### src/rtl/fp16_pkg.sv
// Shared definitions for the FP16 execution unit: format constants, flag
// bit positions, divider sizing and the divider FSM state encoding.
package fp16_pkg;

  localparam int unsigned BIAS         = 15;
  localparam int unsigned QBITS        = 12;  // 1 integer + 10 fraction + 1 guard
  localparam int unsigned MANT_W       = 11;  // mantissa with hidden bit
  localparam int unsigned REM_W        = 12;  // remainder after left shift needs one extra bit
  localparam int unsigned EXP_W        = 7;   // signed working exponent
  localparam int unsigned CNT_W        = 4;
  localparam int unsigned EXP_NORM_MAX = 30;  // largest finite biased exponent

  localparam logic [4:0] EXP_MAX         = 5'h1F;
  localparam logic [9:0] CANON_QNAN_MANT = 10'h200;

  localparam int unsigned FLG_N = 3;
  localparam int unsigned FLG_C = 2;
  localparam int unsigned FLG_Z = 1;
  localparam int unsigned FLG_V = 0;

  typedef enum logic [1:0] {
    IDLE = 2'd0,
    DIV  = 2'd1,
    NORM = 2'd2,
    DONE = 2'd3
  } state_e;

endpackage

### src/rtl/fp16_classify.sv
// FP16 operand classifier (sign-independent).
// Ports: mag    - exponent and mantissa bits of an FP16 value
//        snan_c - signalling NaN        qnan_c - quiet NaN
//        inf_c  - infinity              zero_c - exact zero
//        sub_c  - subnormal
module fp16_classify
  import fp16_pkg::*;
(
  input  logic [14:0] mag,
  output logic        snan_c,
  output logic        qnan_c,
  output logic        inf_c,
  output logic        zero_c,
  output logic        sub_c
);

  logic exp_all_ones;
  logic exp_all_zero;
  logic mant_zero;

  assign exp_all_ones = (mag[14:10] == EXP_MAX);
  assign exp_all_zero = (mag[14:10] == 5'h00);
  assign mant_zero    = (mag[9:0] == 10'h000);

  // Mantissa MSB distinguishes quiet from signalling NaN.
  assign snan_c = exp_all_ones && !mant_zero && !mag[9];
  assign qnan_c = exp_all_ones && !mant_zero &&  mag[9];
  assign inf_c  = exp_all_ones &&  mant_zero;
  assign zero_c = exp_all_zero &&  mant_zero;
  assign sub_c  = exp_all_zero && !mant_zero;

endmodule

### src/rtl/fp16_mant_divider.sv
// Restoring radix-2 mantissa divider, one quotient bit per clock.
// Ports: clk, reset - clock, async active-high reset
//        load       - capture ma/mb, clear quotient and count
//        step       - produce the next quotient bit
//        ma, mb     - 11-bit mantissas (hidden bit included)
//        q          - quotient, q[11] is the integer bit
//        last_c     - asserted during the final step
module fp16_mant_divider
  import fp16_pkg::*;
(
  input  logic              clk,
  input  logic              reset,
  input  logic              load,
  input  logic              step,
  input  logic [MANT_W-1:0] ma,
  input  logic [MANT_W-1:0] mb,
  output logic [QBITS-1:0]  q,
  output logic              last_c
);

  logic [REM_W-1:0]  rem_q, rem_d;
  logic [MANT_W-1:0] mb_q, mb_d;
  logic [QBITS-1:0]  q_q, q_d;
  logic [CNT_W-1:0]  cnt_q, cnt_d;
  logic              rem_ge_c;
  logic [REM_W-1:0]  rem_sub_c;

  assign last_c = step && (cnt_q == CNT_W'(QBITS - 1));

  // Trial subtraction and next-state selection.
  always_comb begin
    rem_ge_c  = (rem_q >= REM_W'(mb_q));
    rem_sub_c = rem_ge_c ? (rem_q - REM_W'(mb_q)) : rem_q;
    rem_d     = rem_q;
    mb_d      = mb_q;
    q_d       = q_q;
    cnt_d     = cnt_q;
    if (load) begin
      rem_d = REM_W'(ma);
      mb_d  = mb;
      q_d   = '0;
      cnt_d = '0;
    end else if (step) begin
      q_d   = {q_q[QBITS-2:0], rem_ge_c};
      rem_d = rem_sub_c << 1;
      cnt_d = last_c ? '0 : (cnt_q + CNT_W'(1));
    end
  end

  always_ff @(posedge clk or posedge reset) begin
    if (reset) begin
      rem_q <= '0;
      mb_q  <= '0;
      q_q   <= '0;
      cnt_q <= '0;
    end else begin
      rem_q <= rem_d;
      mb_q  <= mb_d;
      q_q   <= q_d;
      cnt_q <= cnt_d;
    end
  end

  assign q = q_q;

endmodule

### src/rtl/fp16_div_seq.sv
// Multi-cycle truncating FP16 divider (quot = a / b), subnormals flushed to zero.
// Ports: clk, reset - clock, async active-high reset
//        start      - request, sampled only when idle
//        a, b       - dividend / divisor, captured on the accepted start edge
//        busy       - high whenever not idle
//        done       - one-cycle pulse, quot/flags valid from then on
//        quot       - result, held until the next done
//        flags      - {negative, carry(0), zero, overflow}
module fp16_div_seq
  import fp16_pkg::*;
(
  input  logic        clk,
  input  logic        reset,
  input  logic        start,
  input  logic [15:0] a,
  input  logic [15:0] b,
  output logic        busy,
  output logic        done,
  output logic [15:0] quot,
  output logic [3:0]  flags
);

  state_e            state_q, state_d;
  logic              sign_q, sign_d;
  logic [EXP_W-1:0]  exp_q, exp_d;
  logic              busy_q, busy_d;
  logic              done_q, done_d;
  logic [15:0]       quot_q, quot_d;
  logic [3:0]        flags_q, flags_d;

  logic a_snan_c, a_qnan_c, a_inf_c, a_zero_c, a_sub_c;
  logic b_snan_c, b_qnan_c, b_inf_c, b_zero_c, b_sub_c;
  logic a_zlike_c, b_zlike_c, sign_c;

  logic              div_load_c, div_step_c, div_last_c;
  logic [QBITS-1:0]  div_q;

  logic              spec_hit_c;
  logic [15:0]       spec_quot_c;
  logic [3:0]        spec_flags_c;

  logic [EXP_W-1:0]  norm_exp_c;
  logic [9:0]        norm_frac_c;
  logic [15:0]       norm_quot_c;
  logic [3:0]        norm_flags_c;

  fp16_classify u_cls_a (
    .mag    (a[14:0]),
    .snan_c (a_snan_c),
    .qnan_c (a_qnan_c),
    .inf_c  (a_inf_c),
    .zero_c (a_zero_c),
    .sub_c  (a_sub_c)
  );

  fp16_classify u_cls_b (
    .mag    (b[14:0]),
    .snan_c (b_snan_c),
    .qnan_c (b_qnan_c),
    .inf_c  (b_inf_c),
    .zero_c (b_zero_c),
    .sub_c  (b_sub_c)
  );

  fp16_mant_divider u_mdiv (
    .clk    (clk),
    .reset  (reset),
    .load   (div_load_c),
    .step   (div_step_c),
    .ma     ({1'b1, a[9:0]}),
    .mb     ({1'b1, b[9:0]}),
    .q      (div_q),
    .last_c (div_last_c)
  );

  // Subnormals are flushed, so they behave as zero operands.
  assign a_zlike_c = a_zero_c | a_sub_c;
  assign b_zlike_c = b_zero_c | b_sub_c;
  assign sign_c    = a[15] ^ b[15];

  // Special-operand resolution in priority order.
  always_comb begin
    spec_hit_c   = 1'b1;
    spec_quot_c  = '0;
    spec_flags_c = '0;
    if (a_snan_c) begin
      spec_quot_c = a;
    end else if (b_snan_c) begin
      spec_quot_c = b;
    end else if (a_qnan_c) begin
      spec_quot_c = a;
    end else if (b_qnan_c) begin
      spec_quot_c = b;
    end else if ((a_zlike_c && b_zlike_c) || (a_inf_c && b_inf_c)) begin
      spec_quot_c = {sign_c, EXP_MAX, CANON_QNAN_MANT};
    end else if (a_inf_c) begin
      spec_quot_c = {sign_c, EXP_MAX, 10'h000};
    end else if (b_zlike_c) begin
      spec_quot_c         = {sign_c, EXP_MAX, 10'h000};
      spec_flags_c[FLG_V] = 1'b1;
    end else if (a_zlike_c || b_inf_c) begin
      spec_quot_c         = {sign_c, 15'h0000};
      spec_flags_c[FLG_Z] = 1'b1;
    end else begin
      spec_hit_c = 1'b0;
    end
    spec_flags_c[FLG_C] = 1'b0;
    spec_flags_c[FLG_N] = spec_quot_c[15];
  end

  // Normalisation: quotient in (0.5, 2), so at most one left shift.
  always_comb begin
    norm_exp_c   = exp_q;
    norm_frac_c  = div_q[10:1];
    norm_flags_c = '0;
    if (!div_q[QBITS-1]) begin
      norm_frac_c = div_q[9:0];
      norm_exp_c  = exp_q - EXP_W'(1);
    end
    if ($signed(norm_exp_c) > $signed(EXP_W'(EXP_NORM_MAX))) begin
      norm_quot_c         = {sign_q, EXP_MAX, 10'h000};
      norm_flags_c[FLG_V] = 1'b1;
    end else if ($signed(norm_exp_c) < $signed(EXP_W'(1))) begin
      norm_quot_c         = {sign_q, 15'h0000};
      norm_flags_c[FLG_Z] = 1'b1;
    end else begin
      norm_quot_c = {sign_q, norm_exp_c[4:0], norm_frac_c};
    end
    norm_flags_c[FLG_N] = norm_quot_c[15];
  end

  // Next-state and output computation.
  always_comb begin
    state_d    = state_q;
    sign_d     = sign_q;
    exp_d      = exp_q;
    quot_d     = quot_q;
    flags_d    = flags_q;
    div_load_c = 1'b0;
    div_step_c = 1'b0;
    case (state_q)
      IDLE: begin
        if (start) begin
          sign_d = sign_c;
          exp_d  = EXP_W'(a[14:10]) - EXP_W'(b[14:10]) + EXP_W'(BIAS);
          if (spec_hit_c) begin
            quot_d  = spec_quot_c;
            flags_d = spec_flags_c;
            state_d = DONE;
          end else begin
            div_load_c = 1'b1;
            state_d    = DIV;
          end
        end
      end
      DIV: begin
        div_step_c = 1'b1;
        if (div_last_c) state_d = NORM;
      end
      NORM: begin
        quot_d  = norm_quot_c;
        flags_d = norm_flags_c;
        state_d = DONE;
      end
      DONE: begin
        state_d = IDLE;
      end
      default: begin
        state_d = IDLE;
      end
    endcase
    busy_d = (state_d != IDLE);
    done_d = (state_d == DONE);
  end

  always_ff @(posedge clk or posedge reset) begin
    if (reset) begin
      state_q <= IDLE;
      sign_q  <= 1'b0;
      exp_q   <= '0;
      busy_q  <= 1'b0;
      done_q  <= 1'b0;
      quot_q  <= '0;
      flags_q <= '0;
    end else begin
      state_q <= state_d;
      sign_q  <= sign_d;
      exp_q   <= exp_d;
      busy_q  <= busy_d;
      done_q  <= done_d;
      quot_q  <= quot_d;
      flags_q <= flags_d;
    end
  end

  assign busy  = busy_q;
  assign done  = done_q;
  assign quot  = quot_q;
  assign flags = flags_q;

endmodule

### config.mk
export PLATFORM = sky130hd
export DESIGN_NAME = fp16_div_seq
export DESIGN_NICKNAME = d
export VERILOG_FILES = /design/src/rtl/fp16_pkg.sv /design/src/rtl/fp16_classify.sv /design/src/rtl/fp16_mant_divider.sv /design/src/rtl/fp16_div_seq.sv
export SDC_FILE = /design/constraint.sdc
export NUM_CORES = 1
export LEC_CHECK = 0
export ABC_AREA = 1
export CORE_MARGIN = 1.5
export CORE_UTILIZATION = 47
export DETAILED_ROUTE_END_ITERATION = 8
export PLACE_DENSITY = 0.69
export SETUP_SLACK_MARGIN = 0.3
export SLEW_MARGIN = 0
export SYNTH_ARGS = -nofsm -noshare
export SYNTH_HDL_FRONTEND = slang
export SYNTH_SLANG_ARGS = --single-unit
### constraint.sdc
create_clock -name clk -period 2.9 [get_ports clk]
set_input_delay 0.58 -clock clk [delete_from_list [all_inputs] [get_ports clk]]
set_output_delay 0.58 -clock clk [all_outputs]
set_load 0.01 [all_outputs]
; ---- After elaboration in Yosys (flattened, before gate mapping)
; Cells that the tools add are included.
; W data, S select, Z words.
[word_totals]
in_bits = 35
register_bits = 71
output_inout_bits = 22
word_cells = 115
[classes]
reduce_logical = 31
bitwise_logic = 3
n_eq_ne = 9
mux = 53
order_cmp = 3
add_sub_neg = 5
[ops]
columns = operator, n
row1 = $mux W16, 10
row2 = $mux W12, 4
row3 = $pmux W16 S2, 1
row4 = $mux W15, 2
row5 = $logic_not A10 Y1, 2
row6 = $mux W4, 5
row7 = $mux W2, 9
row8 = $mux W1, 17
row9 = $logic_and A1 B1 Y1, 15
row10 = $ge A12 B11 Y1, 1
row11 = $mux W11, 1
row12 = $sub A11 B11 Y11, 1
row13 = $eq A5 B5 Y1 const B, 2
row14 = $logic_not A5 Y1, 2
row15 = $mux W10, 1
row16 = $pmux W2 S4, 1
row17 = $pmux W4 S2, 1
row18 = $add A6 B5 Y7 const B, 1
row19 = $gt A7 B6 Y1 const B, 1
row20 = $lt A7 B2 Y1 const B, 1
row21 = $mux W7, 1
row22 = $sub A7 B1 Y7 const B, 1
row23 = $eq A2 B2 Y1 const B, 3
row24 = $reduce_bool A2 Y1, 3
row25 = other kinds (12), 18

; ---- Depth between registers and ports, before layout
[depth]
ltp_word = 17
mapped_depth = 15
ltp_nobuf = 15

; ---- Hierarchy
; From an unflattened synthesis, not the netlist that was laid out.
[unflattened]
cells_unflattened = 723
area_unflattened_um2 = 4951.0
[modules_own_cells]
columns = module, area_each_um2, seq_area_each_um2, cells_each, n_inst
row1 = fp16_mant_divider, 2374.8, 975.9, 315, 1
row2 = fp16_div_seq, 2326.0, 750.7, 366, 1
row3 = fp16_classify, 125.1, 0.0, 21, 2

; ---- Worst setup path before layout
; Ideal clock, no wire load.
[synth_timing]
path_kind = input to register
start = input port a[10]
end = register exp_q[5]
path_buffers = 0
path_slack_ns = 0.826
setup_ns = 0.136
required_ns = 2.764
t_arrival_ns = 1.938
cell_stages = 11
path_cell_list = inv_1 -> ha_1 -> inv_1 -> fa_1 -> xnor2_1 -> nand2_1 -> nor2_1 -> nand2_1 -> nand2_1 -> xor2_1 -> o21ai_0
[synth_between]
elab_chain_cells = 2
[synth_rtl]
columns = item, line
row1 = start: declaration, fp16_div_seq.sv:15  ; input logic [15:0] a,
row2 = $sub A5 B5 Y6, fp16_div_seq.sv:145  ; exp_d = EXP_W'(a[14:10]) - EXP_W'(b[14:10]) + EXP_W'(BIAS);
row3 = $add A6 B5 Y7, fp16_div_seq.sv:145
row4 = end signal: assignment, fp16_div_seq.sv:188  ; exp_q <= exp_d;
row5 = end: declaration, fp16_div_seq.sv:25  ; logic [EXP_W-1:0] exp_q, exp_d;
; No other way between the ends.
; A chain may end at the register's enable or synchronous reset.

; ---- Final worst setup path
[layout_timing]
start = input port b[10]
end = register exp_q[5]
[layout_between]
elab_chain_cells = 2
[layout_rtl]
columns = item, line
row1 = start: declaration, fp16_div_seq.sv:16  ; input logic [15:0] b,
row2 = $sub A5 B5 Y6, fp16_div_seq.sv:145
row3 = $add A6 B5 Y7, fp16_div_seq.sv:145
; No other way between the ends.

==> run summary <==
The flow ran to the end, and the final reports show no timing, DRC or antenna violations. The synthesis-stage register bit count is 69. Power spread over the standard cell area amounts to 1010 mW/mm².

IR analysis of the VDD net gives a maximum drop of 0.499 mV. The largest individual stage delay along the critical path comes from the cell sky130_fd_sc_hd__clkdlybuf4s50_1. The quantity of hold-fixing buffers added after cts came out at 0.

The combined area of all synthesized cells is 0.00470 mm². The floorplan die height came out at 103 µm. In this run the worst hold path is classified as reg2reg. The synthesized design spends more area on one cell type than any other, namely sky130_fd_sc_hd__dfrtp_1. The count of cells in the finished layout, fillers not included, comes to 873. The most used flip-flop cell after synthesis is sky130_fd_sc_hd__dfrtp_1.

The area fraction of the dominant cell type after synthesis came out at 36.7%. The sequential area share after synthesis is 36.7%. The pin count of the biggest net entering global routing came out at 47. The leakage power summed over all cells is 2.80 nW. The overall fraction of global-route tracks in use is 25.2%.

The largest delay contributor family on the critical path is buffers and inverters. The worst setup path is captured at a register. The startpoint-to-endpoint class of the critical path is in2reg. The final core utilization is 57.3%. The number of global-route vias before repair is 4,332. 57 I/O pins were placed. For this run, design rule violations remaining after detail routing come to 0.

The total number of clock tree sinks is 69. In this run the clock root is driven by a sky130_fd_sc_hd__clkbuf_8. The highest net fanout along the worst path came out at 3. The data arrival time of the critical path came out at 2600 ps. From left edge to right edge, the die measures 103 µm. The final setup violation count is 0. Fill cells in the final layout number 970. The worst path required time is 3130 ps. Setup repair after global routing left no endpoint under its margin.

The number of nets in the finished design is 791. Timing analysis after detailed placement gives a worst setup slack of 152 ps. The total number of placement rows came out at 36.

The ratio of cells with drive above 1 in the final layout came out at 7.16%. By area the synthesized netlist is led by sky130_fd_sc_hd__dfrtp_1 (37%), sky130_fd_sc_hd__nand2_1 (18%), sky130_fd_sc_hd__nand3_1 (6.4%). In this run the most critical hold path is launched from u_mdiv.mb_q[10]. After legalization and detailed placement, the total HPWL measured 9670 µm. The average wire per cell in the routed design is 14.5 µm. In this run, the number of DRC markers left after iteration 0 of detailed routing was 324.

The clock-pin slew of the registers on the worst-case setup and hold paths is 70 ps. On the final layout, the worst clock skew is 11.8 ps. The cell seen most often among critical-path stages is sky130_fd_sc_hd__nand2_1. The count of antenna-violating nets left after detailed routing came out at 0. The worst-case setup margin in the final layout is 528 ps. The final cycle utilization of the critical path came out at 81.8%. Together, buffers and inverters on the worst path number 2. The post-synthesis area per instance came out at 6.96 µm². The first-pass GRT wire length is 20,400 µm. The max-slew violation count was 0. The area growth from synthesis to final layout is 18.6%. The number of placed instances, taps included, is 856.

The measured slew at the worst slew-check pin is 578 ps. The die covers 0.0106 mm². The number of instances in the synthesized netlist came out at 675. The post-route total power is 5.63 mW. The clock tree synthesis step divided the H-tree into 3 levels. The repair_antennas step left the layout with diodes totalling 0. By count the netlist is led by sky130_fd_sc_hd__nand2_1 (220), sky130_fd_sc_hd__inv_1 (79), sky130_fd_sc_hd__dfrtp_1 (69). The number of unique standard cell types used by synthesis is 40.

The maximum clock frequency came out at 422 MHz. The number of nets produced by synthesis came out at 731. In this run the worst setup path begins at b[10]. The tool flagged a number of max-cap violations equal to 0. The clock passes through at most 2 buffers.

STA classifies the critical path startpoint as a primary input. The via-per-instance ratio is 5.27. The yosys synthesis warning count came out at 0.

The synthesized design contains 0 enable-type register cells. The effective utilization at floorplan came out at 48.3%. The total of buffers placed on input and output ports came out at 55.

The initial antenna violation count came out at 0. The routability congestion estimate from global placement came out at 0.947. The total count of hold-check failures in the final report is 0. In this run the critical register-to-register path is launched from u_mdiv.rem_q[0]. The relative max-transition margin is 61.4%. Among all cell types in the netlist, the one instantiated most often is sky130_fd_sc_hd__nand2_1.

The number of optimization iterations in the first detailed-route pass is 5. Traced cell by cell, the critical path runs through clkdlybuf4s50_1 > ha_1 > inv_1 > fa_1 > xnor2_1 > nand2_1 > nor2_1 > nand2_1 > nand2_1 > xor2_1 > o21ai_0. On the worst path, the slowest cell contributes a delay of 500 ps. The share of async-settable or async-resettable flops after synthesis came out at 100%. Summed over all layers, the global routing overflow is 0. TritonCTS built the clock tree. The CTS buffer count is 9. The core region is 0.00973 mm². The total length of routed wires came out at 12,600 µm. The clock latency reported for the late side of the worst-skew pair came out at 360 ps.

The final total negative setup slack is 0 ps. The routed design could run at a clock period as short as 2370 ps. The via count is 4,601.
## tightest hold or removal path, cell delays in order, from the launching register on
cell and delay, ps:
sky130_fd_sc_hd__dfrtp_1 320, sky130_fd_sc_hd__inv_1 50, sky130_fd_sc_hd__nand2_1 60
## area by class of cell
| class | count | area, µm² | area share [%] |
|---|---|---|---|
| Clock inverter | 6 | 38.8 | 0.696 |
| Multi-Input combinational cell | 501 | 2530 | 45.4 |
| Tap cell | 133 | 166 | 2.99 |
| Inverter | 86 | 323 | 5.79 |
| Timing Repair Buffer | 68 | 661 | 11.9 |
| Sequential cell | 69 | 1730 | 31.0 |
| Clock buffer | 10 | 128 | 2.29 |
## cell families after synthesis
logic type               after synthesis  share of synthesized area, %
adder cells (fa/ha/maj)               21                          5.91
AO/OA/AOI/OAI                         99                          12.0
flip-flops                            69                          36.7
XOR/XNOR                              14                          2.61
buffers and inverters                105                          9.42
other                                  1                        0.0798
AND/OR/NAND/NOR                      366                          33.2
## routing by layer
metal | vias to the layer above | global-route usage (%) | wire length (µm)
li1 | 2294 | - | -
met4 | 0 | 8.00 | 243
met2 | 130 | 43.1 | 6020
met5 | - | 0 | 0
met1 | 2152 | 32.7 | 5670
met3 | 25 | 3.86 | 680
## state kept, by name (all words and copies together) (netlist names), 2 cells and up
| name | cells |
|---|---|
| flags | 3 |
| u_mdiv.q | 12 |
| exp_q | 7 |
| u_mdiv.rem_q | 12 |
| quot | 15 |
| u_mdiv.mb_q | 11 |
| u_mdiv.cnt_q | 4 |
| state_q | 2 |
## power by group
part	leakage (nW)	total, mW	internal [mW]	switching, mW
sequential	0.868	1.69	1.39	0.300
clock	0.0824	0.697	0.309	0.388
combinational	1.85	3.25	1.32	1.93
## repair_timing
action                                  4_1_cts  5_1_grt
endpoints found under the setup margin        0        1
setup buffers                                 0        1
resized for setup                             0        0
## layout by cell type, fill, tap and decap left out, types with 9 or more instances in the layout
cell,synthesis,final
sky130_fd_sc_hd__inv_1,79,78
sky130_fd_sc_hd__o211ai_1,9,9
sky130_fd_sc_hd__buf_4,3,12
sky130_fd_sc_hd__ha_1,19,19
sky130_fd_sc_hd__o21ai_0,45,45
sky130_fd_sc_hd__nor2_1,56,56
sky130_fd_sc_hd__dfrtp_1,69,69
sky130_fd_sc_hd__nand3_1,60,60
sky130_fd_sc_hd__clkbuf_8,0,9
sky130_fd_sc_hd__clkdlybuf4s50_1,0,55
sky130_fd_sc_hd__nand4_1,11,11
sky130_fd_sc_hd__a21oi_1,22,22
sky130_fd_sc_hd__nand2_1,220,220
## metrics by stage
step | area [µm²] | hold slack, ps
final | 5570 | 466
after global routing | 5570 | 495
after CTS | 5570 | 472
after detailed placement | 5400 | 455
after global placement | 5400 | 449
after floorplan | 4700 | 425
## final timing paths
kind,slack (ps),to,cells after the start
worst max-delay path,530,exp_q[5],11
worst min-delay path,470,u_mdiv.mb_q[10],2
worst max register to register,630,u_mdiv.rem_q[10],12
worst min register to register,470,u_mdiv.mb_q[10],2
max in group asynchronous,1650,u_mdiv.q[2],3
min in group asynchronous,600,u_mdiv.cnt_q[2],2
Note: power is estimated with default switching activity, not from simulation.
